File: config.mk
export PLATFORM = sky130hd
export DESIGN_NAME = mem_port_arbiter_flat
export DESIGN_NICKNAME = d
export VERILOG_FILES = /design/src/rtl/mem_port_arbiter_pkg.sv /design/src/rtl/mem_port_arbiter_if.sv /design/src/rtl/mem_port_arbiter_rr_arbiter3.sv /design/src/rtl/mem_port_arbiter.sv /design/src/flat_wrapper.sv
export SDC_FILE = /design/constraint.sdc
export NUM_CORES = 1
export LEC_CHECK = 0
export CAP_MARGIN = 25
export CORE_MARGIN = 3
export CORE_UTILIZATION = 49
export CTS_BUF_LIST = sky130_fd_sc_hd__clkbuf_2 sky130_fd_sc_hd__clkbuf_4 sky130_fd_sc_hd__clkbuf_8
export CTS_CLUSTER_SIZE = 8
export DETAILED_ROUTE_END_ITERATION = 8
export GPL_TIMING_DRIVEN = 0
export HOLD_SLACK_MARGIN = 0.03
export PLACE_DENSITY = 0.95
export SLEW_MARGIN = 5
export SYNTH_ARGS = -nofsm -noshare
export SYNTH_HDL_FRONTEND = slang
export SYNTH_SLANG_ARGS = --single-unit
File: constraint.sdc
create_clock -name clk -period 5.3 [get_ports clk]
set_input_delay 0.53 -clock clk [delete_from_list [all_inputs] [get_ports clk]]
set_output_delay 0.53 -clock clk [all_outputs]
set_load 0.01 [all_outputs]
File: src/rtl/mem_port_arbiter_pkg.sv
// Shared types and constants for the external memory port arbiter.
package mem_port_arbiter_pkg;

  typedef enum logic [2:0] {
    IDLE,
    RD_ISSUE,
    RD_WAIT,
    WR,
    RESP
  } mem_port_state_e;

  typedef enum logic [1:0] {
    REQ_DEC,
    REQ_WT,
    REQ_CMP
  } mem_requester_e;

  localparam int unsigned BEAT_BYTES = 8;

  function automatic mem_requester_e rr_next(input mem_requester_e r);
    case (r)
      REQ_DEC: return REQ_WT;
      REQ_WT:  return REQ_CMP;
      default: return REQ_DEC;
    endcase
  endfunction

endpackage

File: src/rtl/mem_port_arbiter_if.sv
// Requester and memory-side signals of the arbiter; slave is the arbiter's view.
interface mem_port_arbiter_if #(
  parameter int unsigned ADDR_W = 32,
  parameter int unsigned DATA_W = 64
);
  logic              dec_req;
  logic              wt_req;
  logic              cmp_req;
  logic [DATA_W-1:0] cmp_data;
  logic [DATA_W-1:0] mem_read_data;
  logic              mem_valid;
  logic [ADDR_W-1:0] mem_addr;
  logic [DATA_W-1:0] mem_write_data;
  logic              mem_read;
  logic              mem_write;
  logic [DATA_W-1:0] rd_data;
  logic              dec_data_valid;
  logic              wt_data_valid;
  logic              cmp_ack;

  modport slave (
    input  dec_req, wt_req, cmp_req, cmp_data, mem_read_data, mem_valid,
    output mem_addr, mem_write_data, mem_read, mem_write, rd_data,
           dec_data_valid, wt_data_valid, cmp_ack
  );

  modport master (
    output dec_req, wt_req, cmp_req, cmp_data, mem_read_data, mem_valid,
    input  mem_addr, mem_write_data, mem_read, mem_write, rd_data,
           dec_data_valid, wt_data_valid, cmp_ack
  );
endinterface

File: src/rtl/mem_port_arbiter_rr_arbiter3.sv
// Combinational 3-way round-robin: search starts at ptr, next_ptr follows the winner.
module rr_arbiter3
  import mem_port_arbiter_pkg::*;
(
  input  logic [2:0]     req,
  input  mem_requester_e ptr,
  output logic [2:0]     grant,
  output mem_requester_e next_ptr
);

  always_comb begin
    mem_requester_e idx;
    logic           found;
    grant    = '0;
    next_ptr = ptr;
    found    = 1'b0;
    idx      = ptr;
    for (int unsigned i = 0; i < 3; i++) begin
      if (!found && req[idx]) begin
        grant[idx] = 1'b1;
        next_ptr   = rr_next(idx);
        found      = 1'b1;
      end
      idx = rr_next(idx);
    end
  end

endmodule

File: src/rtl/mem_port_arbiter.sv
// Serialises ifmap reads, weight reads and compressor writebacks onto one
// memory port, one transaction outstanding, with per-requester address streams.
module mem_port_arbiter #(
  parameter int unsigned ADDR_W     = 32,
  parameter int unsigned DATA_W     = 64,
  parameter int unsigned BEAT_BYTES = mem_port_arbiter_pkg::BEAT_BYTES,
  parameter int unsigned RD_TIMEOUT = 255
) (
  input  logic                 clk,
  input  logic                 rst,
  input  logic                 start,
  input  logic [ADDR_W-1:0]    ifmap_base_addr,
  input  logic [ADDR_W-1:0]    weight_base_addr,
  input  logic [ADDR_W-1:0]    wb_base_addr,
  mem_port_arbiter_if.slave    bus,
  output logic                 busy,
  output logic                 error
);
  import mem_port_arbiter_pkg::*;

  localparam int unsigned    TW     = (RD_TIMEOUT > 1) ? $clog2(RD_TIMEOUT) : 1;
  localparam logic [TW-1:0]  T_LAST = TW'(RD_TIMEOUT - 1);

  mem_port_state_e   state, state_next;
  mem_requester_e    rr_ptr, rr_ptr_next, owner, winner;
  logic [2:0]        req_vec, grant;
  logic [ADDR_W-1:0] dec_ptr, wt_ptr, wb_ptr;
  logic [TW-1:0]     tcnt;
  logic              timeout_hit, stray;
  logic              mem_read_n, mem_write_n, dec_v_n, wt_v_n, cmp_ack_n, error_n;
  logic              mem_read_q, mem_write_q, dec_v_q, wt_v_q, cmp_ack_q;
  logic [ADDR_W-1:0] mem_addr_q;
  logic [DATA_W-1:0] mem_wdata_q, rd_data_q;

  assign req_vec = {bus.cmp_req, bus.wt_req, bus.dec_req};

  rr_arbiter3 u_rr (
    .req      (req_vec),
    .ptr      (rr_ptr),
    .grant    (grant),
    .next_ptr (rr_ptr_next)
  );

  always_comb begin
    winner = REQ_DEC;
    if (grant[1])      winner = REQ_WT;
    else if (grant[2]) winner = REQ_CMP;
  end

  assign timeout_hit = (state == RD_WAIT) && !bus.mem_valid && (tcnt == T_LAST) && !start;
  // Data arriving with a start pulse belongs to an abandoned read, so it is stray too.
  assign stray       = bus.mem_valid && ((state != RD_WAIT) || start);

  always_ff @(posedge clk) begin
    if (rst) state <= IDLE;
    else     state <= state_next;
  end

  always_comb begin
    state_next = state;
    case (state)
      IDLE:     if (|grant) state_next = grant[2] ? WR : RD_ISSUE;
      RD_ISSUE: state_next = RD_WAIT;
      RD_WAIT: begin
        if (bus.mem_valid)    state_next = RESP;
        else if (timeout_hit) state_next = IDLE;
      end
      WR:       state_next = RESP;
      RESP:     state_next = IDLE;
      default:  state_next = IDLE;
    endcase
    if (start) state_next = IDLE;
  end

  // Outputs are decoded from the next state and registered, so they line up with the state.
  always_comb begin
    mem_read_n  = (state_next == RD_ISSUE);
    mem_write_n = (state_next == WR);
    dec_v_n     = (state_next == RESP) && (state == RD_WAIT) && (owner == REQ_DEC);
    wt_v_n      = (state_next == RESP) && (state == RD_WAIT) && (owner == REQ_WT);
    cmp_ack_n   = (state_next == RESP) && (state == WR);
    error_n     = timeout_hit || stray;
  end

  always_ff @(posedge clk) begin
    if (rst) begin
      mem_read_q  <= 1'b0;
      mem_write_q <= 1'b0;
      dec_v_q     <= 1'b0;
      wt_v_q      <= 1'b0;
      cmp_ack_q   <= 1'b0;
      busy        <= 1'b0;
      error       <= 1'b0;
      mem_addr_q  <= '0;
      mem_wdata_q <= '0;
      rd_data_q   <= '0;
    end else begin
      mem_read_q  <= mem_read_n;
      mem_write_q <= mem_write_n;
      dec_v_q     <= dec_v_n;
      wt_v_q      <= wt_v_n;
      cmp_ack_q   <= cmp_ack_n;
      busy        <= (state_next != IDLE);
      error       <= error_n;
      if (state_next == RD_ISSUE) begin
        mem_addr_q <= (winner == REQ_WT) ? wt_ptr : dec_ptr;
      end else if (state_next == WR) begin
        mem_addr_q  <= wb_ptr;
        mem_wdata_q <= bus.cmp_data;
      end
      if ((state == RD_WAIT) && bus.mem_valid && !start) rd_data_q <= bus.mem_read_data;
    end
  end

  always_ff @(posedge clk) begin
    if (rst) begin
      rr_ptr  <= REQ_DEC;
      owner   <= REQ_DEC;
      dec_ptr <= '0;
      wt_ptr  <= '0;
      wb_ptr  <= '0;
      tcnt    <= '0;
    end else begin
      if (start || (state != RD_WAIT)) tcnt <= '0;
      else                             tcnt <= tcnt + TW'(1);
      if (start) begin
        dec_ptr <= ifmap_base_addr;
        wt_ptr  <= weight_base_addr;
        wb_ptr  <= wb_base_addr;
      end else begin
        if ((state == IDLE) && (|grant)) begin
          rr_ptr <= rr_ptr_next;
          owner  <= winner;
        end
        if ((state == RD_WAIT) && bus.mem_valid) begin
          if (owner == REQ_WT) wt_ptr  <= wt_ptr + ADDR_W'(BEAT_BYTES);
          else                 dec_ptr <= dec_ptr + ADDR_W'(BEAT_BYTES);
        end
        if (state == WR) wb_ptr <= wb_ptr + ADDR_W'(BEAT_BYTES);
      end
    end
  end

  assign bus.mem_read       = mem_read_q;
  assign bus.mem_write      = mem_write_q;
  assign bus.mem_addr       = mem_addr_q;
  assign bus.mem_write_data = mem_wdata_q;
  assign bus.rd_data        = rd_data_q;
  assign bus.dec_data_valid = dec_v_q;
  assign bus.wt_data_valid  = wt_v_q;
  assign bus.cmp_ack        = cmp_ack_q;

endmodule

File: src/flat_wrapper.sv
// flat-port wrapper written by rule: the top's interface ports become plain ports
module mem_port_arbiter_flat import mem_port_arbiter_pkg::*;
#(
  parameter int unsigned ADDR_W     = 32,
  parameter int unsigned DATA_W     = 64,
  parameter int unsigned BEAT_BYTES = mem_port_arbiter_pkg::BEAT_BYTES,
  parameter int unsigned RD_TIMEOUT = 255
)
  (clk, rst, start, ifmap_base_addr, weight_base_addr, wb_base_addr, busy, error, bus_dec_req, bus_wt_req, bus_cmp_req, bus_cmp_data, bus_mem_read_data, bus_mem_valid, bus_mem_addr, bus_mem_write_data, bus_mem_read, bus_mem_write, bus_rd_data, bus_dec_data_valid, bus_wt_data_valid, bus_cmp_ack);
  mem_port_arbiter_if #(.ADDR_W(ADDR_W), .DATA_W(DATA_W)) bus_i ();
  input  logic clk;
  input  logic rst;
  input  logic start;
  input  logic [ADDR_W-1:0] ifmap_base_addr;
  input  logic [ADDR_W-1:0] weight_base_addr;
  input  logic [ADDR_W-1:0] wb_base_addr;
  output logic busy;
  output logic error;
  input wire logic [$bits(bus_i.dec_req)-1:0] bus_dec_req;
  input wire logic [$bits(bus_i.wt_req)-1:0] bus_wt_req;
  input wire logic [$bits(bus_i.cmp_req)-1:0] bus_cmp_req;
  input wire logic [$bits(bus_i.cmp_data)-1:0] bus_cmp_data;
  input wire logic [$bits(bus_i.mem_read_data)-1:0] bus_mem_read_data;
  input wire logic [$bits(bus_i.mem_valid)-1:0] bus_mem_valid;
  output wire logic [$bits(bus_i.mem_addr)-1:0] bus_mem_addr;
  output wire logic [$bits(bus_i.mem_write_data)-1:0] bus_mem_write_data;
  output wire logic [$bits(bus_i.mem_read)-1:0] bus_mem_read;
  output wire logic [$bits(bus_i.mem_write)-1:0] bus_mem_write;
  output wire logic [$bits(bus_i.rd_data)-1:0] bus_rd_data;
  output wire logic [$bits(bus_i.dec_data_valid)-1:0] bus_dec_data_valid;
  output wire logic [$bits(bus_i.wt_data_valid)-1:0] bus_wt_data_valid;
  output wire logic [$bits(bus_i.cmp_ack)-1:0] bus_cmp_ack;
  assign bus_i.dec_req = bus_dec_req;
  assign bus_i.wt_req = bus_wt_req;
  assign bus_i.cmp_req = bus_cmp_req;
  assign bus_i.cmp_data = bus_cmp_data;
  assign bus_i.mem_read_data = bus_mem_read_data;
  assign bus_i.mem_valid = bus_mem_valid;
  assign bus_mem_addr = bus_i.mem_addr;
  assign bus_mem_write_data = bus_i.mem_write_data;
  assign bus_mem_read = bus_i.mem_read;
  assign bus_mem_write = bus_i.mem_write;
  assign bus_rd_data = bus_i.rd_data;
  assign bus_dec_data_valid = bus_i.dec_data_valid;
  assign bus_wt_data_valid = bus_i.wt_data_valid;
  assign bus_cmp_ack = bus_i.cmp_ack;
  mem_port_arbiter #(.ADDR_W(ADDR_W), .DATA_W(DATA_W), .BEAT_BYTES(BEAT_BYTES), .RD_TIMEOUT(RD_TIMEOUT)) u_core (.clk(clk), .rst(rst), .start(start), .ifmap_base_addr(ifmap_base_addr), .weight_base_addr(weight_base_addr), .wb_base_addr(wb_base_addr), .bus(bus_i), .busy(busy), .error(error));
endmodule
# [After elaboration in Yosys (flattened, before gate mapping)]
# Cells that the tools add are included.
[classes] shift=0 multipliers=0 n_mux=42 n_addsub=4 eq_ne=14 order_cmp=6 div=0 reduce_logical=40 bitwise_logic=4
[ops] operator="$mux W32" n=11
[ops] operator="$add A32 B4 Y32 const B" n=3
[ops] operator="$mux W3" n=7
[ops] operator="$logic_and A1 B1 Y1" n=16
[ops] operator="$mux W2" n=6
[ops] operator="$pmux W2 S2" n=3
[ops] operator="$pmux W3 S4" n=1
[ops] operator="$eq A2 B1 Y1 const B" n=5
[ops] operator="$eq A3 B2 Y1 const B" n=3
[ops] operator="$lt A2 B3 Y1 const B" n=3
[ops] operator="$add A8 B1 Y8 const B" n=1
[ops] operator="$eq A8 B8 Y1 const B" n=1
[ops] operator="$logic_not A2 Y1" n=4
[ops] operator="$mux W1" n=8
[ops] operator="$reduce_and A2 Y1" n=4
[ops] operator="$reduce_bool A2 Y1" n=4
[ops] operator="$bmux W1 S2" n=3
[ops] operator="$demux W1 S2" n=3
[ops] operator="$eq A3 B1 Y1 const B" n=2
[ops] operator="$ge A2 B1 Y1 const B" n=3
[ops] operator="$or A3 B3 Y3" n=2
[ops] operator="$reduce_bool A3 Y1" n=2
[ops] operator="$logic_not A1 Y1" n=4
[ops] operator="$eq A3 B3 Y1 const B" n=1
[ops] operator="other kinds (8)" n=10
[word_totals] romBits=0 ff_bits=278 out_inout_bits=167 memories=0 in_bits=231 mem_bits_rw=0 latch_bits=0

# [Logic depth before layout (Yosys ltp)]
[logic_depth] word_depth=17 ltp_mapped=10 mapped_depth_nobuf=8

# [By module]
# Synthesis repeated with hierarchy kept, for this count alone.
[hier_totals] cells_unflattened=1483 hier_area_um2=11932.7
[modules_own_cells] module="mem_port_arbiter" cells_each=1465 n_inst=1 area_each_um2=11845.1
[modules_own_cells] module="rr_arbiter3" cells_each=18 n_inst=1 area_each_um2=87.6

# [Worst setup path after synthesis]
# Ideal clock, no wire load.
[synth_timing] path_kind="input-to-reg" from="in start" to="reg u_core.mem_addr_q[23], in the netlist u_core.bus.mem_addr[23]" setup_slack_ps=3459 t_arrival_ps=1772 path_stages=7 setup_time_ps=69 path_cell_list="nor4_4 o31a_1 nand2b_1 clkbuf_1 buf_2 a31o_1 o21ai_1"
[synth_between] elab_chain_cells=8 elab_cells_between_ends=10
[synth_rtl] element="start, declared" line_no="flat_wrapper.sv:13" rtl="input logic start;"
[synth_rtl] element="$logic_not A1 Y1" line_no="mem_port_arbiter.sv:50" rtl="assign timeout_hit = (state == RD_WAIT) && !bus.mem_valid && (tcnt == T_LAST) && !start;"
[synth_rtl] element="$logic_and A1 B1 Y1" line_no="mem_port_arbiter.sv:50"
[synth_rtl] element="$mux W3" line_no="mem_port_arbiter.sv:66" rtl="else if (timeout_hit) state_next = IDLE;"
[synth_rtl] element="$mux W3" line_no="mem_port_arbiter.sv:65" rtl="if (bus.mem_valid) state_next = RESP;"
[synth_rtl] element="$pmux W3 S4" line_no="mem_port_arbiter.sv:61" rtl="case (state)"
[synth_rtl] element="$mux W3 *" line_no="mem_port_arbiter.sv:72" rtl="if (start) state_next = IDLE;"
[synth_rtl] element="$eq A3 B1 Y1 / $eq A3 B2 Y1 (equally long branches)" line_no="mem_port_arbiter.sv:105, mem_port_arbiter.sv:107"
[synth_rtl] element="$mux W32 / $reduce_bool A2 Y1 (equally long branches)"
[synth_rtl] element="end signal, assigned" line_no="mem_port_arbiter.sv:106" rtl="mem_addr_q <= (winner == REQ_WT) ? wt_ptr : dec_ptr;"
[synth_rtl] element="end signal, assigned" line_no="mem_port_arbiter.sv:108" rtl="mem_addr_q <= wb_ptr;"
[synth_rtl] element="end, declared" line_no="mem_port_arbiter.sv:32" rtl="logic [ADDR_W-1:0] mem_addr_q;"
# Mark *: on every way between the ends. The rest lies on a longest branch, timed or not.
# A chain may end at the register's enable or synchronous reset.

# [Final worst setup path]
[layout_timing] from="in start" to="reg u_core.wt_ptr[30]"
[layout_between] elab_chain_cells=2 elab_cells_between_ends=4
[layout_rtl] element="$reduce_bool A2 Y1 (no source line)"
[layout_rtl] element="$reduce_and A2 Y1 (no source line)"
[layout_rtl] element="end signal, assigned" line_no="mem_port_arbiter.sv:128" rtl="wt_ptr <= weight_base_addr;"
[layout_rtl] element="end signal, assigned" line_no="mem_port_arbiter.sv:136" rtl="if (owner == REQ_WT) wt_ptr <= wt_ptr + ADDR_W'(BEAT_BYTES);"
[layout_rtl] element="end, declared" line_no="mem_port_arbiter.sv:27" rtl="logic [ADDR_W-1:0] dec_ptr, wt_ptr, wb_ptr;"
# Several ways; a longest one is shown, not always the timed one.

==> impl_metrics.yaml <==
timing:
  period_minus_slack_ns: 2.81
  fmax_ghz: 0.356
  clock_skew_ns: 0.0330
  worst_pin_slew_ns: 1.03
  rsz0062_at_grt: "false"
  slew_violations: 0
  finalSetupViolations: 0
  min_period_over_period_pct: 53.0
  finalHoldViolations: 0
  setup-tns-final_ns: 0
  relSlewSlack_pct: 30.7
yosys:
  syn_area_per_cell_um2: 7.91
  synth_area_um2: 12100
  ys_ff_latch: 278
  yosysSeqAreaShare_pct: 46.1
  synth_nets: 1763
  ys_warn_count: 0
  syn_inst: 1527
  synth_cell_types: 55
routing:
  wirelength_um: 48100
  viasPerCell: 5.63
  drt_iter0_markers: 1387
  wl_per_cell_um: 20.6
  vias: 13100
  dr.pass1.iters: 7
  wl_met1_um: 18500
  wl_met2_um: 22300
  drc: 0
  drtAntennaViolNets: 0
  top_layer: "met5"
  wl_met3_um: 4920
global_routing:
  grt_max_degree: 13
  grt_pass1_vias: 12800
  overflow: 0
  grt_util_all_layers_pct: 34.3
  antenna_found_initial: 6
  grt_pass1_wl_um: 70800
min_path:
  min-delay-start: "u_core.bus.mem_addr[31]$_SDFFE_PP0P_"
  min_path_type: "reg -> reg"
layout:
  fin_area_um2: 17500
  nNetsFinal: 2209
  fillers: 1722
  drive_gt1_share_pct: 6.47
  syn_to_final_growth_pct: 44.9
  instances_no_fill: 2332
setup_path:
  crit_required_ns: 5.76
  cp_slowest_cell: "clkbuf_1"
  path_max_fanout: 10
  cp-end-kind: "flop"
  arrival_ns: 3.27
  critPathKind: "in -> reg"
  r2r_start: "u_core.rr_ptr[1]$_SDFFE_PP0P_"
  cpPeakStageDelay_ns: 0.74
  critical-path-top-cell-by-count: "clkbuf_1"
  crit_start: "start"
  start_kind: "input port"
  path_cells: "clkdlybuf4s50_1 -> clkbuf_1 -> inv_2 -> clkbuf_1 -> clkbuf_1 -> o21bai_1 -> a21oi_1"
clock_network:
  cts_buffers: 48
  cts_tree: "built"
  post_cts_buffers: 0
  clock-sinks: 278
  cts_resized: 0
  clkTransAtPathRegs_ns: 0.06
  cts_root_buf: "clkbuf_8"
  cts_buffer_depth: 3
  hold_buffers: 0
  insertion_delay_ns: 0.57
  htree_levels: 2
floorplanning:
  io_pins: 398
  die_w_um: 163
  num_rows: 56
  dieArea_um2: 26600
  die_h_um: 163
  start_util_pct: 50.7
  core-area_um2: 23800
run:
  drv_cap: 0
power:
  power_uw: 5020
  clkPwrFrac_pct: 41.9
  swShare_pct: 25.9
  power.switching_uw: 1300
  combPwrFrac_pct: 13.1
  p_per_area_nw_per_um2: 287
  internal-power_uw: 3720
  leakagePower_uw: 0.00632
  pwr-share-seq_pct: 45.0
  vdd_drop_max_v: 0.000303
placement:
  dpl-instance-area_um2: 16400
  placement.io_buffers: 396
  place_hpwl_um: 35900
  dp.cells: 2242
  finalWeightedCongestion: 0.979
run_status:
  outcome: "complete, no violations"
==> path summary, 6_finish.rpt <==
kind | slack, ns | cells past startpoint | endpoint
max | 2.49 | 7 | u_core.wt_ptr[30]$_SDFFE_PP0P_
min | 0.45 | 2 | u_core.bus.mem_addr[31]$_SDFFE_PP0P_
max reg2reg | 2.83 | 7 | u_core.bus.mem_addr[20]$_SDFFE_PP0P_
min reg2reg | 0.45 | 2 | u_core.bus.mem_addr[31]$_SDFFE_PP0P_
==> synthesized netlist by cell type (all sizes together) <==
cell	count	share of area [%]
and3b	1	0.073
nor2	130	4.1
or3	7	0.40
nand2	424	13
a21oi	179	7.4
o21a	4	0.25
a211oi	15	1.0
nand4bb	1	0.13
clkbuf	69	2.1
nand4	30	1.6
a31o	32	2.3
or2	3	0.16
buf	31	1.4
xnor2	48	3.5
inv	17	0.53
and2	9	0.47
nor2b	2	0.10
a221oi	1	0.073
o31a	3	0.22
dfxtp	278	46
nand3	37	1.5
ha	5	0.52
nor3	13	0.71
o22ai	8	0.41
a31oi	2	0.10
xor2	38	2.8
nand2b	4	0.21
and4bb	1	0.10
mux2i	36	3.0
and4	10	0.73
and3	19	0.99
nor4	11	0.82
nand3b	1	0.093
o21ai	44	1.8
o32ai	1	0.073
or3b	1	0.073
a311oi	2	0.15
o31ai	1	0.062
o21bai	6	0.37
nand4b	1	0.073
nor4b	2	0.32
==> layer usage <==
metal / global-route usage, % / vias to the layer above
met1: 43.0 / 6144
met4: 16.7 / 2
met3: 8.62 / 153
met2: 55.2 / 801
li1: - / 6040
met5: 0 / -
==> power groups by stage <==
stage	logic, µW	registers (µW)	clock network, µW
2_1_floorplan	260	2300	0
3_3_place_gp	628	2300	0
3_5_place_dp	642	2300	0
4_1_cts	647	2260	2110
5_1_grt	700	2270	2200
6_report	657	2260	2100
==> per-stage QoR <==
step           util, %  hold slack [ns]  setup slack [ns]
3_3_place_gp      69.0            0.436              2.10
3_5_place_dp      69.0            0.440              2.02
5_1_grt           73.4            0.468              2.46
6_report          73.4            0.449              2.49
2_1_floorplan        -            0.430              3.46
4_1_cts           73.4            0.448              2.61
==> cells in the final DEF, fill, tap and decap left out, types with 8 or more instances in the layout <==
| master | n |
|---|---|
| mux2i_1 | 36 |
| o21ai_1 | 35 |
| and4_1 | 10 |
| nand3_1 | 37 |
| o21ai_0 | 9 |
| xor2_1 | 38 |
| o22ai_1 | 8 |
| clkdlybuf4s50_1 | 396 |
| dfxtp_1 | 278 |
| and2_1 | 9 |
| nor2_1 | 129 |
| xnor2_1 | 48 |
| buf_2 | 17 |
| clkbuf_4 | 17 |
| and3_1 | 18 |
| clkbuf_1 | 69 |
| nor4_1 | 9 |
| clkbuf_8 | 62 |
| a211oi_1 | 13 |
| a21oi_1 | 179 |
| a31o_1 | 32 |
| nand2_1 | 423 |
| nor3_1 | 10 |
| inv_1 | 16 |
| nand4_1 | 29 |
==> flip-flops by register name, indices dropped and copies added (netlist names), 3 cells and up <==
signal / count
u_core.dec_ptr: 32
u_core.tcnt: 8
u_core.bus.mem_write_data: 64
u_core.state: 3
u_core.bus.mem_addr: 32
u_core.wb_ptr: 32
u_core.bus.rd_data: 64
u_core.wt_ptr: 32
==> logic make-up after synthesis <==
| logic type | count (synthesis) | share of synthesized area, % |
|---|---|---|
| flops | 278 | 46.1 |
| mux | 36 | 2.98 |
| fa+ha+maj | 5 | 0.518 |
| compound gates | 298 | 14.3 |
| buf+inv | 117 | 4.03 |
| simple gates | 707 | 25.9 |
| xor+xnor | 86 | 6.24 |
==> layout make-up <==
| type | instances | area, µm² | share of cell area, % |
|---|---|---|---|
| diodes | 5 | 12.5 | 0.0715 |
| plain buffers | 100 | 423 | 2.42 |
| clock buffers | 79 | 981 | 5.61 |
| clock inverters | 6 | 60.1 | 0.343 |
| inverters | 17 | 63.8 | 0.365 |
| multi-input cells | 1132 | 6020 | 34.4 |
| flip-flops and latches | 278 | 5570 | 31.8 |
| well taps | 319 | 399 | 2.28 |
| repair buffers | 396 | 3960 | 22.7 |
==> worst max-delay path, delay by kind of cell <==
family,cells,cell delay (ns)
buf+inv,5,2.43
compound gates,2,0.31
Note: power is estimated with default switching activity, not from simulation.
==> RTL change: new RTL, same flow settings <==
`ADDR_W` is set to 32 in 3 places; all go to 36.
--- a/src/rtl/mem_port_arbiter_if.sv
+++ b/src/rtl/mem_port_arbiter_if.sv
@@ -1,5 +1,5 @@
 // Requester and memory-side signals of the arbiter; slave is the arbiter's view.
 interface mem_port_arbiter_if #(
-  parameter int unsigned ADDR_W = 32,
+  parameter int unsigned ADDR_W = 36,
   parameter int unsigned DATA_W = 64
 );
--- a/src/rtl/mem_port_arbiter.sv
+++ b/src/rtl/mem_port_arbiter.sv
@@ -2,5 +2,5 @@
 // memory port, one transaction outstanding, with per-requester address streams.
 module mem_port_arbiter #(
-  parameter int unsigned ADDR_W     = 32,
+  parameter int unsigned ADDR_W     = 36,
   parameter int unsigned DATA_W     = 64,
   parameter int unsigned BEAT_BYTES = mem_port_arbiter_pkg::BEAT_BYTES,
--- a/src/flat_wrapper.sv
+++ b/src/flat_wrapper.sv
@@ -2,5 +2,5 @@
 module mem_port_arbiter_flat import mem_port_arbiter_pkg::*;
 #(
-  parameter int unsigned ADDR_W     = 32,
+  parameter int unsigned ADDR_W     = 36,
   parameter int unsigned DATA_W     = 64,
   parameter int unsigned BEAT_BYTES = mem_port_arbiter_pkg::BEAT_BYTES,
Interface: changed (resized bus_mem_addr, ifmap_base_addr, wb_base_addr and weight_base_addr); port bits go from 398 to 414. No check against the original RTL was run, so the function may have changed too.
==> RTL change against the unedited design <==
Combinational power up 10%. Cell area up 8.3%. Clock power up 4%. Sequential share of layout area down 0.74 points. Fmax down 8.8%. Sequential power up 7%. Sequential cell count up 16. Worst setup slack worse by 0.27 ns. Routed wire length up 16%. Clock skew down 0.017 ns. Cell count up 4.0%. Total power up 5.7%. Synthesized area up 11%. Critical path type unchanged.
==> RTL change: results (changes against the unedited design) <==
timing:
  fin_crit_ns: 3.08  # +0.271 ns
  maxSlewHeadroom: 0.441  # +0.134
cells_and_area:
  layout-drive-gt1-share: 0.0866  # +0.0219
  nNetsFinal: 2305  # +4.3%
grt:
  antenna_found_initial: 2  # -4
  grt_first_pass_wirelength_mm: 82.3  # +16%
  track_usage: 0.360  # +0.0173
  grt_max_degree: 14  # +1
placed_design:
  gp_congestion: 0.987  # +0.85%
  detailed_place.area_um2: 17900  # +8.9%
  numPortBuffers: 411  # +3.8%
  placement.setup.worst_slack_ns: 1.85  # -0.174 ns
  dp.cells: 2341  # +4.4%
drt:
  detailed_routing_iterations_pass_1: 6  # -1
  detailroute.via_count: 14997  # +14%
power:
  net-switching-power_mw: 1.44  # +11%
  seq_power_share: 0.454  # +0.004
synthesis:
  synth_top_area_frac: 0.440  # -0.0205
  synth_commonest_cells: "sky130_fd_sc_hd__dfxtp_1, sky130_fd_sc_hd__nand2_1, sky130_fd_sc_hd__a21oi_1"
  ys_types: 58  # +5.5%
  synthesis.nets: 1843  # +4.5%
setup_path:
  rr_endpoint: "u_core.bus.mem_addr[29]"
  ff2ff_setup_slack_ns: 2.33  # -0.50 ns
  worst_path_arrival_time_ns: 3.57  # +0.30 ns
  critPathMaxStageDelay_ns: 0.54  # -0.20 ns
status:
  status: "finished, final reports clean"
hold_path:
  whs_path_depth: 4  # +2
  hold_end: "u_core.error"
clock_network:
  worstSkewPairLatency_ns: 0.60  # +0.03 ns
-- RTL change: cell types whose count changed after synthesis, moves of 16 or more --
cell | unedited run | this run
sky130_fd_sc_hd__a21oi_1 | 179 | 155
sky130_fd_sc_hd__a31o_2 | 0 | 65
sky130_fd_sc_hd__dfxtp_1 | 278 | 294
sky130_fd_sc_hd__nor4_1 | 9 | 31
sky130_fd_sc_hd__o311ai_0 | 0 | 30
sky130_fd_sc_hd__nor2_1 | 129 | 99
sky130_fd_sc_hd__o21ai_1 | 35 | 0
sky130_fd_sc_hd__clkbuf_1 | 69 | 93
sky130_fd_sc_hd__nand3_1 | 37 | 73
sky130_fd_sc_hd__nand2_1 | 423 | 266
sky130_fd_sc_hd__nand4_1 | 29 | 78
sky130_fd_sc_hd__a31o_1 | 32 | 0
sky130_fd_sc_hd__a211oi_1 | 13 | 48
-- RTL change: cell type report --
| type | count | area, µm² |
|---|---|---|
| well taps | 335 | 419 |
| clock inverters | 4 | 55.1 |
| fillers | 1960 | 7490 |
| flip-flops and latches | 294 | 5890 |
| multi-input cells | 1151 | 6890 |
| diodes | 1 | 2.50 |
| clock buffers | 79 | 981 |
| plain buffers | 133 | 532 |
| repair buffers | 411 | 4110 |
| inverters | 17 | 63.8 |
-- RTL change: cells by family (layout without fill, tap and decap cells) --
family	after synthesis	after routing	share of synthesized area
and+or+nand+nor	642	642	0.233
AOI/OAI and AO/OA	368	368	0.184
DFF	294	294	0.440
buffers and inverters	150	644	0.0446
xor gates and xnor gates	85	85	0.0557
muxes	51	51	0.0382
adders and majority gates	5	5	0.00468
other	0	1	0
-- RTL change: metal layers --
layer,share of wire,track usage,routed length [µm]
met5,0.00030,0,17
met4,0.067,0.218,3750
met3,0.10,0.0966,5770
met2,0.46,0.591,25700
met1,0.37,0.423,20500
